`config.mk`:
```
export PLATFORM = sky130hd
export DESIGN_NAME = fetch_ctrl
export DESIGN_NICKNAME = d
export VERILOG_FILES = /design/src/rtl/fetch_ctrl_pkg.sv /design/src/rtl/fetch_fifo.sv /design/src/rtl/fetch_ctrl.sv
export SDC_FILE = /design/constraint.sdc
export NUM_CORES = 1
export LEC_CHECK = 0
export ABC_AREA = 1
export BUFFER_PORTS_ARGS = -buffer_cell sky130_fd_sc_hd__buf_2
export CAP_MARGIN = 5
export CORE_MARGIN = 2
export CORE_UTILIZATION = 58
export CTS_BUF_LIST = sky130_fd_sc_hd__clkbuf_16
export CTS_CLUSTER_DIAMETER = 30
export DETAILED_ROUTE_END_ITERATION = 16
export PLACE_DENSITY = 0.81
export SLEW_MARGIN = 20
export SYNTH_ARGS = -nofsm -noshare
export SYNTH_HDL_FRONTEND = slang
export SYNTH_SLANG_ARGS = --single-unit
```
`constraint.sdc`:
```
create_clock -name clk -period 3.89 [get_ports clk]
set_clock_uncertainty 0.05 [all_clocks]
set_input_delay 0.1945 -clock clk [delete_from_list [all_inputs] [get_ports clk]]
set_output_delay 0.1945 -clock clk [all_outputs]
set_load 0.005 [all_outputs]
```
`src/rtl/fetch_ctrl_pkg.sv`:
```
`default_nettype none
// ============================================================================
// Module      : fetch_ctrl_pkg
// Description : Shared types and constants for the instruction-fetch
//               controller: default reset PC and memory depth, the fetch
//               mode enum, the FIFO entry layout and the PC legality check.
// Revision    : 1.0 - initial release
// ============================================================================
package fetch_ctrl_pkg;

    localparam logic [31:0] c_reset_pc = 32'h0000_3000;
    localparam int unsigned c_im_words = 1024;

    typedef enum logic [1:0] {
        MODE_RUN    = 2'd0,
        MODE_SQUASH = 2'd1,
        MODE_HALT   = 2'd2
    } mode_t;

    typedef struct packed {
        logic [31:0] pc;
        logic [31:0] instr;
        logic        exc;
    } fetch_entry_t;

    // Word aligned and inside [base, base + 4*words - 4]. The offset is
    // shifted before comparing so the range end cannot overflow 32 bits.
    function automatic logic pc_legal(input logic [31:0] pc,
                                      input logic [31:0] base,
                                      input logic [31:0] words);
        logic [31:0] offset;
        offset = pc - base;
        return (pc[1:0] == 2'b00) && (pc >= base) && ((offset >> 2) < words);
    endfunction

endpackage
`default_nettype wire

```
`src/rtl/fetch_fifo.sv`:
```
`default_nettype none
// ============================================================================
// Module      : fetch_fifo
// Description : Two-entry synchronous FIFO of fetched instructions with
//               flush, simultaneous push/pop and occupancy output.
// Ports       : clk, rst_n      - clock, asynchronous active-low reset
//               flush           - empties the FIFO (wins over push/pop)
//               push/push_entry - write one entry
//               pop             - drop the head entry
//               head            - current head entry (zero after reset)
//               count           - occupancy, 0..2
// Revision    : 1.0 - initial release
// ============================================================================
module fetch_fifo
    import fetch_ctrl_pkg::*;
(
    input  logic         clk,
    input  logic         rst_n,
    input  logic         flush,
    input  logic         push,
    input  fetch_entry_t push_entry,
    input  logic         pop,
    output fetch_entry_t head,
    output logic [1:0]   count
);

    fetch_entry_t r_mem [2];
    logic         r_wr_ptr;
    logic         r_rd_ptr;
    logic [1:0]   r_count;

    logic w_do_pop;
    logic w_do_push;

    assign w_do_pop  = pop && (r_count != 2'd0);
    // A push into a full FIFO is only accepted when the head leaves at the
    // same edge; the freed slot is the one the write pointer points at.
    assign w_do_push = push && ((r_count != 2'd2) || w_do_pop);

    always_ff @(posedge clk or negedge rst_n) begin
        if (!rst_n) begin
            for (int i = 0; i < 2; i++) begin
                r_mem[i] <= '0;
            end
            r_wr_ptr <= 1'b0;
            r_rd_ptr <= 1'b0;
            r_count  <= 2'd0;
        end else if (flush) begin
            r_wr_ptr <= 1'b0;
            r_rd_ptr <= 1'b0;
            r_count  <= 2'd0;
        end else begin
            if (w_do_push) begin
                r_mem[r_wr_ptr] <= push_entry;
                r_wr_ptr        <= ~r_wr_ptr;
            end
            if (w_do_pop) begin
                r_rd_ptr <= ~r_rd_ptr;
            end
            r_count <= r_count + {1'b0, w_do_push} - {1'b0, w_do_pop};
        end
    end

    assign head  = r_mem[r_rd_ptr];
    assign count = r_count;

endmodule
`default_nettype wire

```
`src/rtl/fetch_ctrl.sv`:
```
`default_nettype none
// ============================================================================
// Module      : fetch_ctrl
// Description : Instruction-fetch controller. Owns the fetch PC, issues word
//               reads over a req/ack handshake, buffers up to two fetched
//               instructions, applies redirects, squashes stale responses
//               and turns illegal fetch addresses into fault markers.
// Ports       : clk, rst_n                  - clock, async active-low reset
//               stall                       - IF/ID holds, head not consumed
//               redirect_valid, redirect_pc - taken branch/jump/eret target
//               im_req, im_addr             - read request to memory
//               im_ack, im_rdata            - memory accept and data
//               if_valid, if_pc, if_instr,
//               if_exc                      - FIFO head towards IF/ID
// Revision    : 1.0 - initial release
// ============================================================================
module fetch_ctrl
    import fetch_ctrl_pkg::*;
#(
    parameter logic [31:0] RESET_PC = c_reset_pc,
    parameter int unsigned IM_WORDS = c_im_words
) (
    input  logic        clk,
    input  logic        rst_n,
    input  logic        stall,
    input  logic        redirect_valid,
    input  logic [31:0] redirect_pc,
    output logic        im_req,
    output logic [31:0] im_addr,
    input  logic        im_ack,
    input  logic [31:0] im_rdata,
    output logic        if_valid,
    output logic [31:0] if_pc,
    output logic [31:0] if_instr,
    output logic        if_exc
);

    localparam logic [31:0] c_words = 32'(IM_WORDS);

    mode_t       r_mode;
    logic [31:0] r_pc;
    logic        r_req;
    logic [31:0] r_addr;

    fetch_entry_t w_head;
    fetch_entry_t w_push_entry;
    logic [1:0]   w_count;
    logic [1:0]   w_count_next;
    logic         w_push;
    logic         w_pop;
    logic         w_ack;
    logic         w_hold;
    logic         w_pc_ok;
    logic         w_issue;
    mode_t        w_mode_next;
    logic [31:0]  w_pc_next;

    fetch_fifo u_fifo (
        .clk        (clk),
        .rst_n      (rst_n),
        .flush      (redirect_valid),
        .push       (w_push),
        .push_entry (w_push_entry),
        .pop        (w_pop),
        .head       (w_head),
        .count      (w_count)
    );

    assign if_valid = (w_count != 2'd0);
    assign if_pc    = w_head.pc;
    assign if_instr = w_head.instr;
    assign if_exc   = w_head.exc;

    assign im_req  = r_req;
    assign im_addr = r_addr;

    // The request flag doubles as the outstanding flag: a request is in
    // flight exactly while im_req is high.
    assign w_ack   = r_req && im_ack;
    assign w_hold  = r_req && !im_ack;
    assign w_pop   = if_valid && !stall;
    assign w_pc_ok = pc_legal(r_pc, RESET_PC, c_words);

    always_comb begin
        w_push       = 1'b0;
        w_push_entry = '0;
        w_mode_next  = r_mode;
        w_pc_next    = r_pc;

        if (redirect_valid) begin
            // Any ack in this cycle is dropped; a still-pending request must
            // be drained before the new target can be fetched.
            w_pc_next   = redirect_pc;
            w_mode_next = w_hold ? MODE_SQUASH : MODE_RUN;
        end else begin
            case (r_mode)
                MODE_RUN: begin
                    if (w_ack) begin
                        w_push       = 1'b1;
                        w_push_entry = '{pc: r_addr, instr: im_rdata, exc: 1'b0};
                        w_pc_next    = r_pc + 32'd4;
                    end else if (!r_req && !w_pc_ok && (w_count != 2'd2)) begin
                        w_push       = 1'b1;
                        w_push_entry = '{pc: r_pc, instr: 32'h0, exc: 1'b1};
                        w_mode_next  = MODE_HALT;
                    end
                end
                MODE_SQUASH: begin
                    if (w_ack) begin
                        w_mode_next = MODE_RUN;
                    end
                end
                default: begin
                end
            endcase
        end

        if (redirect_valid) begin
            w_count_next = 2'd0;
        end else begin
            w_count_next = w_count + {1'b0, w_push} - {1'b0, w_pop};
        end

        // Deciding the next request from next-state values keeps im_req high
        // back-to-back when every request is acked in its own cycle.
        w_issue = (w_mode_next == MODE_RUN)
                  && pc_legal(w_pc_next, RESET_PC, c_words)
                  && (w_count_next != 2'd2);
    end

    always_ff @(posedge clk or negedge rst_n) begin
        if (!rst_n) begin
            r_mode <= MODE_RUN;
            r_pc   <= RESET_PC;
            r_req  <= 1'b0;
            r_addr <= RESET_PC;
        end else begin
            r_mode <= w_mode_next;
            r_pc   <= w_pc_next;
            if (w_hold) begin
                r_req <= 1'b1;
            end else if (w_issue) begin
                r_req  <= 1'b1;
                r_addr <= w_pc_next;
            end else begin
                r_req <= 1'b0;
            end
        end
    end

endmodule
`default_nettype wire

```
Word level (Yosys, flattened, before mapping)
Cells that the tools add are included.
{ "word_totals": {"out_inout_bits": 99, "register_bits": 201, "inputBits": 69, "word_cells": 95} }
{ "classes": {"bitwise": 6, "n_eq_ne": 3, "n_lt_le_gt_ge": 7, "reduce_logical": 28, "muxes": 31, "add_sub_neg": 7} }
{ "ops": {"columns": ["op", "count"], "rows": [
  ["$mux 65", 8],
  ["$bwmux 130", 1],
  ["$mux 32", 3],
  ["$demux 65 s1", 1],
  ["$ge 32x14->1 const B", 2],
  ["$sub 32x14->32 const B", 2],
  ["$lt 30x11->1 const B", 2],
  ["$add 32x3->32 const B", 1],
  ["$logic_and 1x1->1", 14],
  ["$mux 2", 6],
  ["$mux 1", 11],
  ["$logic_not 2->1", 4],
  ["$reduce_bool 2->1", 3],
  ["$add 2x1->2", 2],
  ["$ge 2x2->1 const B", 2],
  ["$logic_not 1->1", 4],
  ["$ne 2x2->1 const B", 2],
  ["$not 1->1", 4],
  ["$not 1->2", 2],
  ["$pmux 2 s2", 1],
  ["$reduce_and 2->1", 2],
  ["$sub 2x1->2", 2],
  ["$eq 2x1->1 const B", 1],
  ["$lt 2x1->1 const B", 1],
  ["$logic_or 1x1->1", 1]
]} }

Longest topological paths before layout
Gate-level depths: netlist of run 1.
{ "depth": {"depth_word": 17, "mapped_depth": 30} }

Cells and area by module
From an unflattened synthesis of run 1, not the netlist that was laid out.
{ "hier_totals": {"cells_unflattened": 1631, "area_unflattened_um2": 11538.6} }
{ "by_module_without_submodules": {"columns": ["module", "area_each_um2", "instances", "cells_per_inst", "seq_area_each_um2"], "rows": [
  ["fetch_fifo", 6413.7, 1, 821, 3353.2],
  ["fetch_ctrl", 5124.9, 1, 810, 1681.6]
]} }

Worst setup path after synthesis of run 1
OpenSTA, ideal clock, no wires.
{ "synth_path": {"path_type": "register to register", "start": "register r_pc[14]", "end": "register r_addr[4] (netlist: im_addr[4])", "path_stages_with_launch": 28, "arrival_time_ns": 3.256, "required_time_ns": 3.723, "setup_time_ns": 0.117, "setup_slack_ns": 0.467, "n_path_buf": 1, "path_cell_list": "dfrtp_1 -> nor2_1 -> nand3_1 -> nor2_2 -> nand2_1 -> xor2_1 -> nand3_1 -> nor2_1 -> nand2_1 -> nand2_2 -> nand2_1 -> inv_1 -> ha_1 -> inv_1 -> ha_1 -> xnor2_1 -> xor2_1 -> nand2_1 -> nand3_1 -> nor2_1 -> nand3_1 -> nor2_1 -> nand3_1 -> nor3_4 -> nand3_4 -> buf_6 -> nand2_1 -> nand2_1"} }
{ "synth_between": {"elab_chain_cells": 16} }
{ "synth_lines": {"columns": ["item", "line_no", "rtl"], "rows": [
  ["from (decl)", "fetch_ctrl.sv:41", "logic [31:0] r_pc;"],
  ["from (signal assigned)", "fetch_ctrl.sv:139", "r_pc <= w_pc_next;"],
  ["$sub 32x14->32 or $ge 32x14->1 (tied branches)", "fetch_ctrl_pkg.sv:32, fetch_ctrl_pkg.sv:33", null],
  ["$lt 30x11->1 or $logic_and 1x1->1 (tied branches)", "fetch_ctrl_pkg.sv:33", "return (pc[1:0] == 2'b00) && (pc >= base) && ((offset >> 2) < words);"],
  ["$logic_and 1x1->1", "fetch_ctrl_pkg.sv:33", null],
  ["$logic_not 1->1", "fetch_ctrl.sv:102", "end else if (!r_req && !w_pc_ok && (w_count != 2'd2)) begin"],
  ["$logic_and 1x1->1 (2 in series)", "fetch_ctrl.sv:102", null],
  ["$mux 1", "fetch_ctrl.sv:102", null],
  ["$mux 1", "fetch_ctrl.sv:98", "if (w_ack) begin"],
  ["$mux 1", "fetch_ctrl.sv:96", "case (r_mode)"],
  ["$mux 1", "fetch_ctrl.sv:90", "if (redirect_valid) begin"],
  ["$add 2x1->2", "fetch_ctrl.sv:121", "w_count_next = w_count + {1'b0, w_push} - {1'b0, w_pop};"],
  ["$sub 2x1->2", "fetch_ctrl.sv:121", null],
  ["$mux 2", "fetch_ctrl.sv:118", "if (redirect_valid) begin"],
  ["$ne 2x2->1", "fetch_ctrl.sv:128", "&& (w_count_next != 2'd2);"],
  ["$logic_and 1x1->1 *", "fetch_ctrl.sv:128", null],
  ["$reduce_and 2->1 (no line) *", null, null],
  ["to (signal assigned)", "fetch_ctrl.sv:144", "r_addr <= w_pc_next;"],
  ["to (decl)", "fetch_ctrl.sv:43", "logic [31:0] r_addr;"]
]} }
Mark *: on every way between the ends. The rest lies on a longest branch, timed or not.
A chain may end at the register's enable or synchronous reset.

Final worst setup path of run 1
{ "layout_path": {"start": "register r_pc[19]", "end": "register r_addr[23] (netlist: im_addr[23])"} }
{ "layout_between": {"elab_chain_cells": 16} }
{ "layout_lines": {"columns": ["item", "line_no"], "rows": [
  ["$sub 32x14->32 or $ge 32x14->1 (tied branches)", "fetch_ctrl_pkg.sv:32, fetch_ctrl_pkg.sv:33"],
  ["$lt 30x11->1 or $logic_and 1x1->1 (tied branches)", "fetch_ctrl_pkg.sv:33"],
  ["$logic_and 1x1->1", "fetch_ctrl_pkg.sv:33"],
  ["$logic_not 1->1", "fetch_ctrl.sv:102"],
  ["$logic_and 1x1->1 (2 in series)", "fetch_ctrl.sv:102"],
  ["$mux 1", "fetch_ctrl.sv:102"],
  ["$mux 1", "fetch_ctrl.sv:98"],
  ["$mux 1", "fetch_ctrl.sv:96"],
  ["$mux 1", "fetch_ctrl.sv:90"],
  ["$add 2x1->2", "fetch_ctrl.sv:121"],
  ["$sub 2x1->2", "fetch_ctrl.sv:121"],
  ["$mux 2", "fetch_ctrl.sv:118"],
  ["$ne 2x2->1", "fetch_ctrl.sv:128"],
  ["$logic_and 1x1->1", "fetch_ctrl.sv:128"],
  ["$reduce_and 2->1 (no line)", null]
]} }
Several ways; a longest one is shown, not always the timed one.

==> flow_summary.ini, run 1 <==
[timing]
slew-limit-headroom_pct = 31.2
setup_viol = 0
slew_violations = 0
hold_viol = 0
fin_crit_ns = 3.76
max_freq_mhz = 266
hold_ws_ns = 0.0240
period_share_pct = 96.8
finalSetupTns_ns = 0
worstMarginPinSlew_ns = 1.03

[routing]
drtIter0Drc = 1244
vias = 11100
drt-pass1-iter-count = 5
drt-wirelength-per-cell_um = 16.9
ant_nets = 0
drc_errors = 0
finalWirelength_um = 34200
viasPerCell = 5.48

[place]
placed_cells = 1878
post-dp-hpwl_um = 21500
io_buffers = 167
post_dp_cell_area_mm2 = 0.0119
gp_congestion = 0.960

[worst_setup_path]
end_kind = flop
crit_type = flop to flop
path_delay_family = simple AND/OR/NAND/NOR gates
cp.arrival_ns = 4.12
r2r_slack_ns = 0.13
critPathBufInv = 6
max_stage_delay_ns = 0.44
crit_slowest_cell = dfrtp_2
worst-path-max-fanout = 8
cp_common_cell = nand2_2
crit_required_ns = 4.24
startpoint_type = flop

[job]
drv_cap = 0

[final_layout]
finalInstanceArea_mm2 = 0.0141
multi_input_area_mm2 = 0.00487
n_antenna_cell = 0
drive_gt1_share_pct = 20.6
final_util_pct = 78.0
seq_area_mm2 = 0.00504
syn2layout_area_growth_pct = 30.7
final_cells = 2028
nFillCells = 1255
finalNetCount = 1842

[synthesis]
synthTopCellsByArea = dfrtp_1 46%, nand2_1 21%, o21ai_0 8.4%
avgSynthCellArea_um2 = 7.06
synth_edf_count = 0
async_flop_share_pct = 100
yosysWarnings = 0
yosysSeqAreaShare_pct = 46.7
yosysMostFrequentCell = nand2_1
yosys-top-cells-count = 591 x nand2_1, 197 x dfrtp_1, 187 x inv_1
syn_nets = 1602
synth_cells = 1527
yosys.area.top_type = dfrtp_1
synth-seq-cells = 201
synth_area_mm2 = 0.0108
ys.flop_type = dfrtp_1
synth_top_area_share_pct = 45.7
yosysUniqueCellTypes = 32

[power]
power.leakage_nw = 7.47
p_per_area_mw_per_mm2 = 547
vdd_drop_max_uv = 377

[cts]
cts_inserted_buffers = 44
clk_path_buf_depth = 3
clockRootBuffer = clkbuf_16
clock_latency_ns = 0.52
tritoncts = built
cts.sink_count = 201
clkSlewWorstSetupHoldPaths_ns = 0.05
h-tree-depth = 2

[floorplan]
std_cell_rows = 49
die_w_um = 140
core-area_mm2 = 0.0181
initial_core_util_pct = 59.6
dieArea_mm2 = 0.0197
die_h_um = 140
ioPinCount = 168

[grt]
grtUsageTotal_pct = 33.7
grt_pass1_wl_um = 53400
grt_remaining_overflow = 0
grt_pass1_vias = 10600
grt_max_degree = 111
antenna_found_initial = 0

[outcome]
outcome = completed

[hold_path]
min_path_type = input port to flop
final timing paths:
check / cells after the start / start / endpoint
max: 28 / r_pc[19]$_DFF_PN0_ / im_addr[23]$_DFFE_PN0P_
max reg2reg: 28 / r_pc[19]$_DFF_PN0_ / im_addr[23]$_DFFE_PN0P_
min reg2reg: 2 / u_fifo.r_mem[23]$_DFFE_PN0P_ / u_fifo.r_mem[23]$_DFFE_PN0P_
min: 3 / redirect_pc[29] / r_pc[29]$_DFF_PN0_
max in group asynchronous: 3 / rst_n / u_fifo.r_mem[14]$_DFFE_PN0P_
min in group asynchronous: 2 / rst_n / u_fifo.r_mem[56]$_DFFE_PN0P_
layer usage:
metal,vias to the layer above,track usage (%),share of wire [%]
li1,5210,-,-
met1,5227,45.6,40
met2,574,55.7,48
met3,110,5.54,8.1
met4,0,11.6,3.6
met5,-,0,0
where the power goes:
group / internal (mW) / switching (mW)
combinational: 0.599 / 1.11
sequential: 2.45 / 0.229
clock: 2.18 / 1.15
area by class of cell:
type	count	share of cell area, %
Sequential cell	201	35.8
Multi-Input combinational cell	1063	34.6
Timing Repair Buffer	264	12.9
Clock buffer	44	7.81
Inverter	193	5.16
Tap cell	229	2.03
Clock inverter	34	1.78
kinds of logic (layout without fill, tap and decap cells):
family	after synthesis	in the layout	synth area share, %
compound gates	194	194	9.25
xor+xnor	11	11	0.893
fa+ha+maj	6	6	0.696
buf+inv	263	535	9.64
flops	201	201	46.7
simple gates	852	852	32.8
cells in the final DEF, fill, tap and decap left out, drive strengths merged:
cell / n
a21oi: 4
nor3: 6
buf: 199
dfrtp: 197
o31ai: 1
clkinvlp: 6
o21ai: 181
nand2: 609
o211ai: 2
xnor2: 2
clkbuf: 47
inv: 203
ha: 6
o22ai: 3
dfstp: 4
dlygate4sd3: 62
nand3: 67
nand4: 24
and2: 3
or2: 10
xor2: 9
bufinv: 2
clkinv: 16
nor4: 3
nor2: 130
a32o: 3
state kept, by name, indices dropped and copies added (netlist names):
register         cells
im_addr             32
u_fifo.r_mem       130
u_fifo.count         2
r_mode               2
u_fifo.r_wr_ptr      1
u_fifo.r_rd_ptr      1
r_pc                32
im_req               1
what timing repair did:
item | CTS | global route
resized for setup | 0 | 53
buffers inserted | 0 | 7
hold buffers | 62 | 0
setup endpoints to repair | 0 | 33
endpoints found under the hold margin | 195 | 0
worst reg2reg max path, delay by kind of cell, from the launching register on:
kind	cells	cell delay (ns)
simple gates	17	1.83
xor+xnor	2	0.26
flops	1	0.44
fa+ha+maj	2	0.29
compound gates	1	0.12
buf+inv	6	0.65
through the flow:
step                      power (mW)  setup WS, ns
after CTS                       7.63         0.115
after global placement          4.21         0.270
after detailed placement        4.24         0.152
after floorplan                 3.64         0.467
after global routing            8.09        -0.101
final                           7.72         0.126
No activity file was read; power rests on OpenSTA's default activity.
==> run 2, diff against run 1 <==
--- a/config.mk
+++ b/config.mk
@@ -5,15 +5,15 @@
 export SDC_FILE = /design/constraint.sdc
 export NUM_CORES = 1
 export LEC_CHECK = 0
-export ABC_AREA = 1
 export BUFFER_PORTS_ARGS = -buffer_cell sky130_fd_sc_hd__buf_2
 export CAP_MARGIN = 5
 export CORE_MARGIN = 2
-export CORE_UTILIZATION = 58
+export CORE_UTILIZATION = 56
 export CTS_BUF_LIST = sky130_fd_sc_hd__clkbuf_16
 export CTS_CLUSTER_DIAMETER = 30
 export DETAILED_ROUTE_END_ITERATION = 16
-export PLACE_DENSITY = 0.81
+export PLACE_DENSITY = 0.8
+export SETUP_SLACK_MARGIN = 0.15
 export SLEW_MARGIN = 20
 export SYNTH_ARGS = -nofsm -noshare
 export SYNTH_HDL_FRONTEND = slang
==> run 2 against run 1 <==
  * The flow now finishes with violations (setup timing)
  * Wire length is 21% lower
  * Via count fell by 24%
  * Count of clock-buffer cells in the layout decreased by 5
  * First-iteration DRC count down 49%
  * Core utilization increased by 0.59 points
  * Setup slack lost 0.65 ns
  * Die area decreased by 8.9%
  * Register-to-register slack worse by 0.65 ns
  * Highest routed layer unchanged
==> flow_summary.ini, run 2 <==
[routing]
drt-pass1-iter-count = 6
ant_nets = 0
drc_errors = 0
drtIter0Drc = 629
vias = 8399
viasPerCell = 5.72
finalWirelength_um = 27000
drt-wirelength-per-cell_um = 18.4

[place]
io_buffers = 167
post-dp-hpwl_um = 16300
post_dp_cell_area_mm2 = 0.0108
placed_cells = 1323
gp_congestion = 0.922

[worst_setup_path]
r2r_slack_ns = -0.52
r2r-start = r_pc[25]$_DFF_PN0_
crit_slowest_cell = or4_1
worst-path-max-fanout = 6
startpoint_type = flop
cp.arrival_ns = 4.74
crit_chain = nor4_2, buf_4, nand4_1, o21a_1, nor2_2, ha_1, inv_1, ha_2, xnor3_1, o21bai_1, a2111o_1, a211oi_2, o2111ai_1, or4_1, nor4_2, and4_4, buf_12, mux2_2
cp_common_cell = nor4_2
max_stage_delay_ns = 0.43
crit_cells = 18
reg2reg_depth = 18
path_delay_family = simple AND/OR/NAND/NOR gates
r2r-end = im_addr[3]$_DFFE_PN0P_
crit_required_ns = 4.21
end_kind = flop
critPathBufInv = 3
crit_type = flop to flop

[grt]
grtUsageTotal_pct = 30.3
antenna_found_initial = 1
grt_max_degree = 110
grt_remaining_overflow = 0
grt_pass1_vias = 8273
grt_pass1_wl_um = 43100

[hold_path]
holdPathStages = 4
worst_hold_path.endpoint = r_pc[26]$_DFF_PN0_
min_path_type = input port to flop
worstHoldStart = redirect_pc[26]

[timing]
max_freq_mhz = 227
hold_viol = 0
fin_crit_ns = 4.41
rsz0062_at_grt = true
slew_violations = 0
hold_ws_ns = 0.0214
fin_ws_ns = -0.524
period_share_pct = 113
finalSetupTns_ns = -14.67
slew-limit-headroom_pct = 46.6
setup_viol = 33
worstMarginPinSlew_ns = 0.802

[final_layout]
top_register = u_fifo.r_mem
syn2layout_area_growth_pct = 37.2
finalInstanceArea_mm2 = 0.0130
nFillCells = 980
drive_gt1_share_pct = 32.8
largest_register_ff_count = 130
final_cell_mix = 196 x nand2_1, 196 x dfrtp_1, 166 x buf_2
finalNetCount = 1293
final_util_pct = 78.6
final_cells = 1469

[outcome]
violations = setup timing
outcome = finished with violations

[synthesis]
async_flop_share_pct = 100
synth-seq-cells = 201
synth_edf_count = 0
yosys-top-cells-count = 197 x dfrtp_1, 197 x nand2_1, 150 x o21ai_0
synth_cells = 944
synth_area_mm2 = 0.00946
syn_nets = 1019
yosysSeqAreaShare_pct = 53.2
synth_top_area_share_pct = 52.1
yosysWarnings = 0
synthTopCellsByArea = dfrtp_1 52%, mux2_2 8.6%, o21ai_0 7.9%
avgSynthCellArea_um2 = 10.0
ys.flop_type = dfrtp_1
yosysUniqueCellTypes = 59
yosys.area.top_type = dfrtp_1

[floorplan]
core-area_mm2 = 0.0165
die_w_um = 134
std_cell_rows = 47
initial_core_util_pct = 57.2
dieArea_mm2 = 0.0179
ioPinCount = 168
die_h_um = 134

[cts]
clockRootBuffer = clkbuf_16
clock_latency_ns = 0.51
clk_path_buf_depth = 3
clkSlewWorstSetupHoldPaths_ns = 0.05
h-tree-depth = 2
cts_inserted_buffers = 38
cts.sink_count = 201
tritoncts = built

[power]
p_per_area_mw_per_mm2 = 567
power.leakage_nw = 6.18
vdd_drop_max_uv = 362

[job]
drv_cap = 0
## run 2: changes by cell type after synthesis, moves of 15 or more
cell	before	now
nand3_1	63	12
nand2_1	591	197
a22oi_1	0	31
inv_1	187	9
nand2_2	18	0
o21ai_0	181	150
nor2b_1	0	25
nor4_1	3	18
nor2_1	115	22
mux2_2	0	72
## run 2: where the power goes
group | total, mW | leakage, nW | internal, mW | switching, mW
clock network | 3.34 | 0.660 | 2.23 | 1.10
logic | 1.38 | 2.83 | 0.644 | 0.739
registers | 2.64 | 2.70 | 2.41 | 0.230
## run 2: what timing repair did
action	CTS	global route
gates cloned	1	1
pin swaps	0	1
hold buffers	60	0
setup buffers	11	2
endpoints found under the setup margin	33	33
hold endpoints to repair	181	0
resized for setup	5	9
## run 2: cells by family (layout without fill, tap and decap cells)
group | Yosys count | count (layout) | synth area share, %
buffers and inverters | 77 | 381 | 3.35
other | 0 | 1 | 0
muxes | 81 | 81 | 9.95
and+or+nand+nor | 327 | 327 | 16.1
DFF | 201 | 201 | 53.2
xor gates and xnor gates | 28 | 28 | 2.74
AOI/OAI and AO/OA | 224 | 224 | 13.9
adders and majority gates | 6 | 6 | 0.794
## run 2: routing by layer
| layer | track usage [%] | routed length [um] |
|---|---|---|
| met1 | 41.3 | 10900 |
| met2 | 48.7 | 13100 |
| met3 | 5.71 | 2110 |
| met4 | 11.4 | 901 |
| met5 | 0 | 0 |
## run 2: worst min-delay path, delay by kind of cell
family / cells / cell delay [ns]
AO/OA/AOI/OAI: 1 / 0.08
buffers and inverters: 2 / 0.13
AND/OR/NAND/NOR: 1 / 0.13
## run 2: final cells by class
| type | instances | area, um^2 | area share [%] |
|---|---|---|---|
| clock buffer | 39 | 976 | 7.52 |
| clock inverter | 31 | 348 | 2.68 |
| antenna | 1 | 2.50 | 0.0193 |
| timing repair buffer | 301 | 2130 | 16.4 |
| inverter | 10 | 37.5 | 0.289 |
| sequential | 201 | 5040 | 38.8 |
| multi-input combinational | 666 | 4180 | 32.2 |
| tap | 220 | 275 | 2.12 |
## run 2: worst max path at each step
stage          slack (ns)                       to           startpoint
2_1_floorplan       -0.24  im_addr[10]$_DFFE_PN0P_     im_req$_DFF_PN0_
3_3_place_gp        -0.26   im_addr[2]$_DFFE_PN0P_   r_pc[25]$_DFF_PN0_
3_5_place_dp        -0.48   im_addr[3]$_DFFE_PN0P_   r_pc[25]$_DFF_PN0_
4_1_cts             -0.40   im_addr[3]$_DFFE_PN0P_  r_mode[0]$_DFF_PN0_
5_1_grt             -0.67   im_addr[3]$_DFFE_PN0P_   r_pc[25]$_DFF_PN0_
6_report            -0.52   im_addr[3]$_DFFE_PN0P_   r_pc[25]$_DFF_PN0_
## run 2: metrics by stage
step	worst slack (ns)	power (mW)
after floorplan	-0.243	3.38
after global placement	-0.260	3.89
after detailed placement	-0.476	3.94
after CTS	-0.399	7.36
after global routing	-0.665	7.68
final	-0.524	7.36
==> run 3, diff against run 2 <==
--- a/config.mk
+++ b/config.mk
@@ -12,6 +12,7 @@
 export CTS_BUF_LIST = sky130_fd_sc_hd__clkbuf_16
 export CTS_CLUSTER_DIAMETER = 30
 export DETAILED_ROUTE_END_ITERATION = 16
+export HOLD_SLACK_MARGIN = 0.1
 export PLACE_DENSITY = 0.8
 export SETUP_SLACK_MARGIN = 0.15
 export SLEW_MARGIN = 20
==> run 3 against run 2 <==
  * The flow still finishes with violations (setup timing)
  * Clock power about the same
  * Via count is 0.73% higher
  * Critical path type unchanged
  * Critical path depth unchanged
  * Design area increased by 0.46%
  * Worst hold slack better by 0.12 ns
  * Sequential power about the same
==> flow_summary.ini, run 3 (synthesis results as in run 2) <==
[final_layout]
largest_register_ff_count = 130
drive_gt1_share_pct = 32.6
final_cell_mix = 196 x nand2_1, 196 x dfrtp_1, 166 x buf_2
finalNetCount = 1299
syn2layout_area_growth_pct = 37.9
top_register = u_fifo.r_mem
finalInstanceArea_mm2 = 0.0130

[cts]
clockRootBuffer = clkbuf_16
h-tree-depth = 2
cts.sink_count = 201
clock_latency_ns = 0.51
clkSlewWorstSetupHoldPaths_ns = 0.05
clk_path_buf_depth = 3
cts_inserted_buffers = 38
tritoncts = built

[worst_setup_path]
crit_chain = nor4_2, buf_4, nand4_1, o21a_1, nor2_2, ha_1, inv_1, ha_2, xnor3_1, o21bai_1, a2111o_1, a211oi_2, o2111ai_1, or4_1, nor4_2, and4_4, buf_12, mux2_2
worst-path-max-fanout = 6
r2r-end = im_addr[3]$_DFFE_PN0P_
max_stage_delay_ns = 0.43
critPathCapture = im_addr[3]$_DFFE_PN0P_
cp.arrival_ns = 4.74
critPathLaunch = r_pc[25]$_DFF_PN0_
end_kind = flop
crit_required_ns = 4.21
reg2reg_depth = 18
critPathBufInv = 3
crit_cells = 18
crit_type = flop to flop
startpoint_type = flop
path_delay_family = simple AND/OR/NAND/NOR gates
crit_slowest_cell = or4_1
r2r_slack_ns = -0.53
cp_common_cell = nor4_2
r2r-start = r_pc[25]$_DFF_PN0_

[timing]
fin_ws_ns = -0.526
rsz0062_at_grt = true
hold_viol = 0
period_share_pct = 114
fin_crit_ns = 4.42
worstMarginPinSlew_ns = 0.794
slew_violations = 0
max_freq_mhz = 226
slew-limit-headroom_pct = 47.0
setup_viol = 33

[routing]
drt-pass1-iter-count = 7
drc_errors = 0
drt-wirelength-per-cell_um = 18.5
finalWirelength_um = 27200
vias = 8460
viasPerCell = 5.74
ant_nets = 0
drtIter0Drc = 593

[outcome]
violations = setup timing
outcome = finished with violations

[job]
drv_cap = 0

[place]
post_dp_cell_area_mm2 = 0.0108
io_buffers = 167
post-dp-hpwl_um = 16300
gp_congestion = 0.922

[floorplan]
std_cell_rows = 47
initial_core_util_pct = 57.2
ioPinCount = 168
dieArea_mm2 = 0.0179
die_h_um = 134
core-area_mm2 = 0.0165
die_w_um = 134

[power]
power.leakage_nw = 6.21
power_mw = 7.36
vdd_drop_max_uv = 356
p_per_area_mw_per_mm2 = 564

[hold_path]
min_path_type = input port to flop
worstHoldStart = stall

[grt]
grtUsageTotal_pct = 30.5
grt_pass1_vias = 8346
antenna_found_initial = 1
grt_pass1_wl_um = 43400
grt_remaining_overflow = 0
grt_max_degree = 110
-- run 3: power breakdown --
group	switching, mW	internal, mW	leakage, nW
registers	0.228	2.41	2.70
logic	0.741	0.648	2.85
clock network	1.10	2.23	0.660
total	2.07	5.29	6.21
-- run 3: cell type report --
type	count	area [um^2]
antenna	1	2.50
clock buffer	39	976
clock inverter	31	348
fill	969	3480
inverter	10	37.5
multi-input combinational	666	4180
sequential	201	5040
tap	220	275
timing repair buffer	307	2190
-- run 3: how the worst min path moves through the flow --
| stage | end | slack, ns | cells after the start |
|---|---|---|---|
| 2_1_floorplan | im_addr[0]$_DFFE_PN0P_ | -0.15 | 0 |
| 4_1_cts | u_fifo.r_rd_ptr$_DFFE_PN0P_ | 0.13 | 5 |
| 5_1_grt | u_fifo.r_rd_ptr$_DFFE_PN0P_ | 0.13 | 5 |
| 6_report | u_fifo.r_wr_ptr$_DFFE_PN0P_ | 0.14 | 3 |
| 3_3_place_gp | im_addr[6]$_DFFE_PN0P_ | 0.25 | 1 |
| 3_5_place_dp | im_addr[6]$_DFFE_PN0P_ | 0.25 | 1 |
-- run 3: per-layer routing --
metal  vias up  wire length, um  global-route usage [%]
li1       3893                -                       -
met1      4099            11100                    41.3
met2       389            13200                    49.3
met3        79             2010                    5.86
met4         0              903                    11.7
met5         -                0                       0
-- run 3: what timing repair did --
| item | in CTS | in global routing |
|---|---|---|
| hold endpoints to repair | 198 | 0 |
| setup buffers | 11 | 2 |
| resized for setup | 5 | 9 |
| setup endpoints to repair | 33 | 33 |
| pin swaps | 0 | 1 |
| cloned | 1 | 1 |
| hold buffers | 66 | 0 |
-- run 3: metrics by stage --
step | std cells | TNS, ns | hold WS, ns | worst slack, ns | util (%)
floorplan | 944 | -3.19 | -0.151 | -0.243 | -
global route | 1475 | -19.45 | 0.134 | -0.665 | 78.9
global placement | 1323 | -3.80 | 0.250 | -0.260 | 65.6
CTS | 1471 | -9.81 | 0.132 | -0.399 | 78.5
finish | 1475 | -14.79 | 0.140 | -0.526 | 78.9
detailed placement | 1323 | -10.44 | 0.255 | -0.476 | 65.6
-- run 3: worst reg2reg max path, cell delays in order (launching register included) --
cell and delay (ns):
dfrtp_1 0.39, nor4_2 0.31, buf_4 0.16, nand4_1 0.14, o21a_1 0.25, nor2_2 0.11, ha_1 0.24, inv_1 0.06
ha_2 0.19, xnor3_1 0.18, o21bai_1 0.08, a2111o_1 0.38, a211oi_2 0.17, o2111ai_1 0.14, or4_1 0.43, nor4_2 0.18
and4_4 0.32, buf_12 0.14, mux2_2 0.33
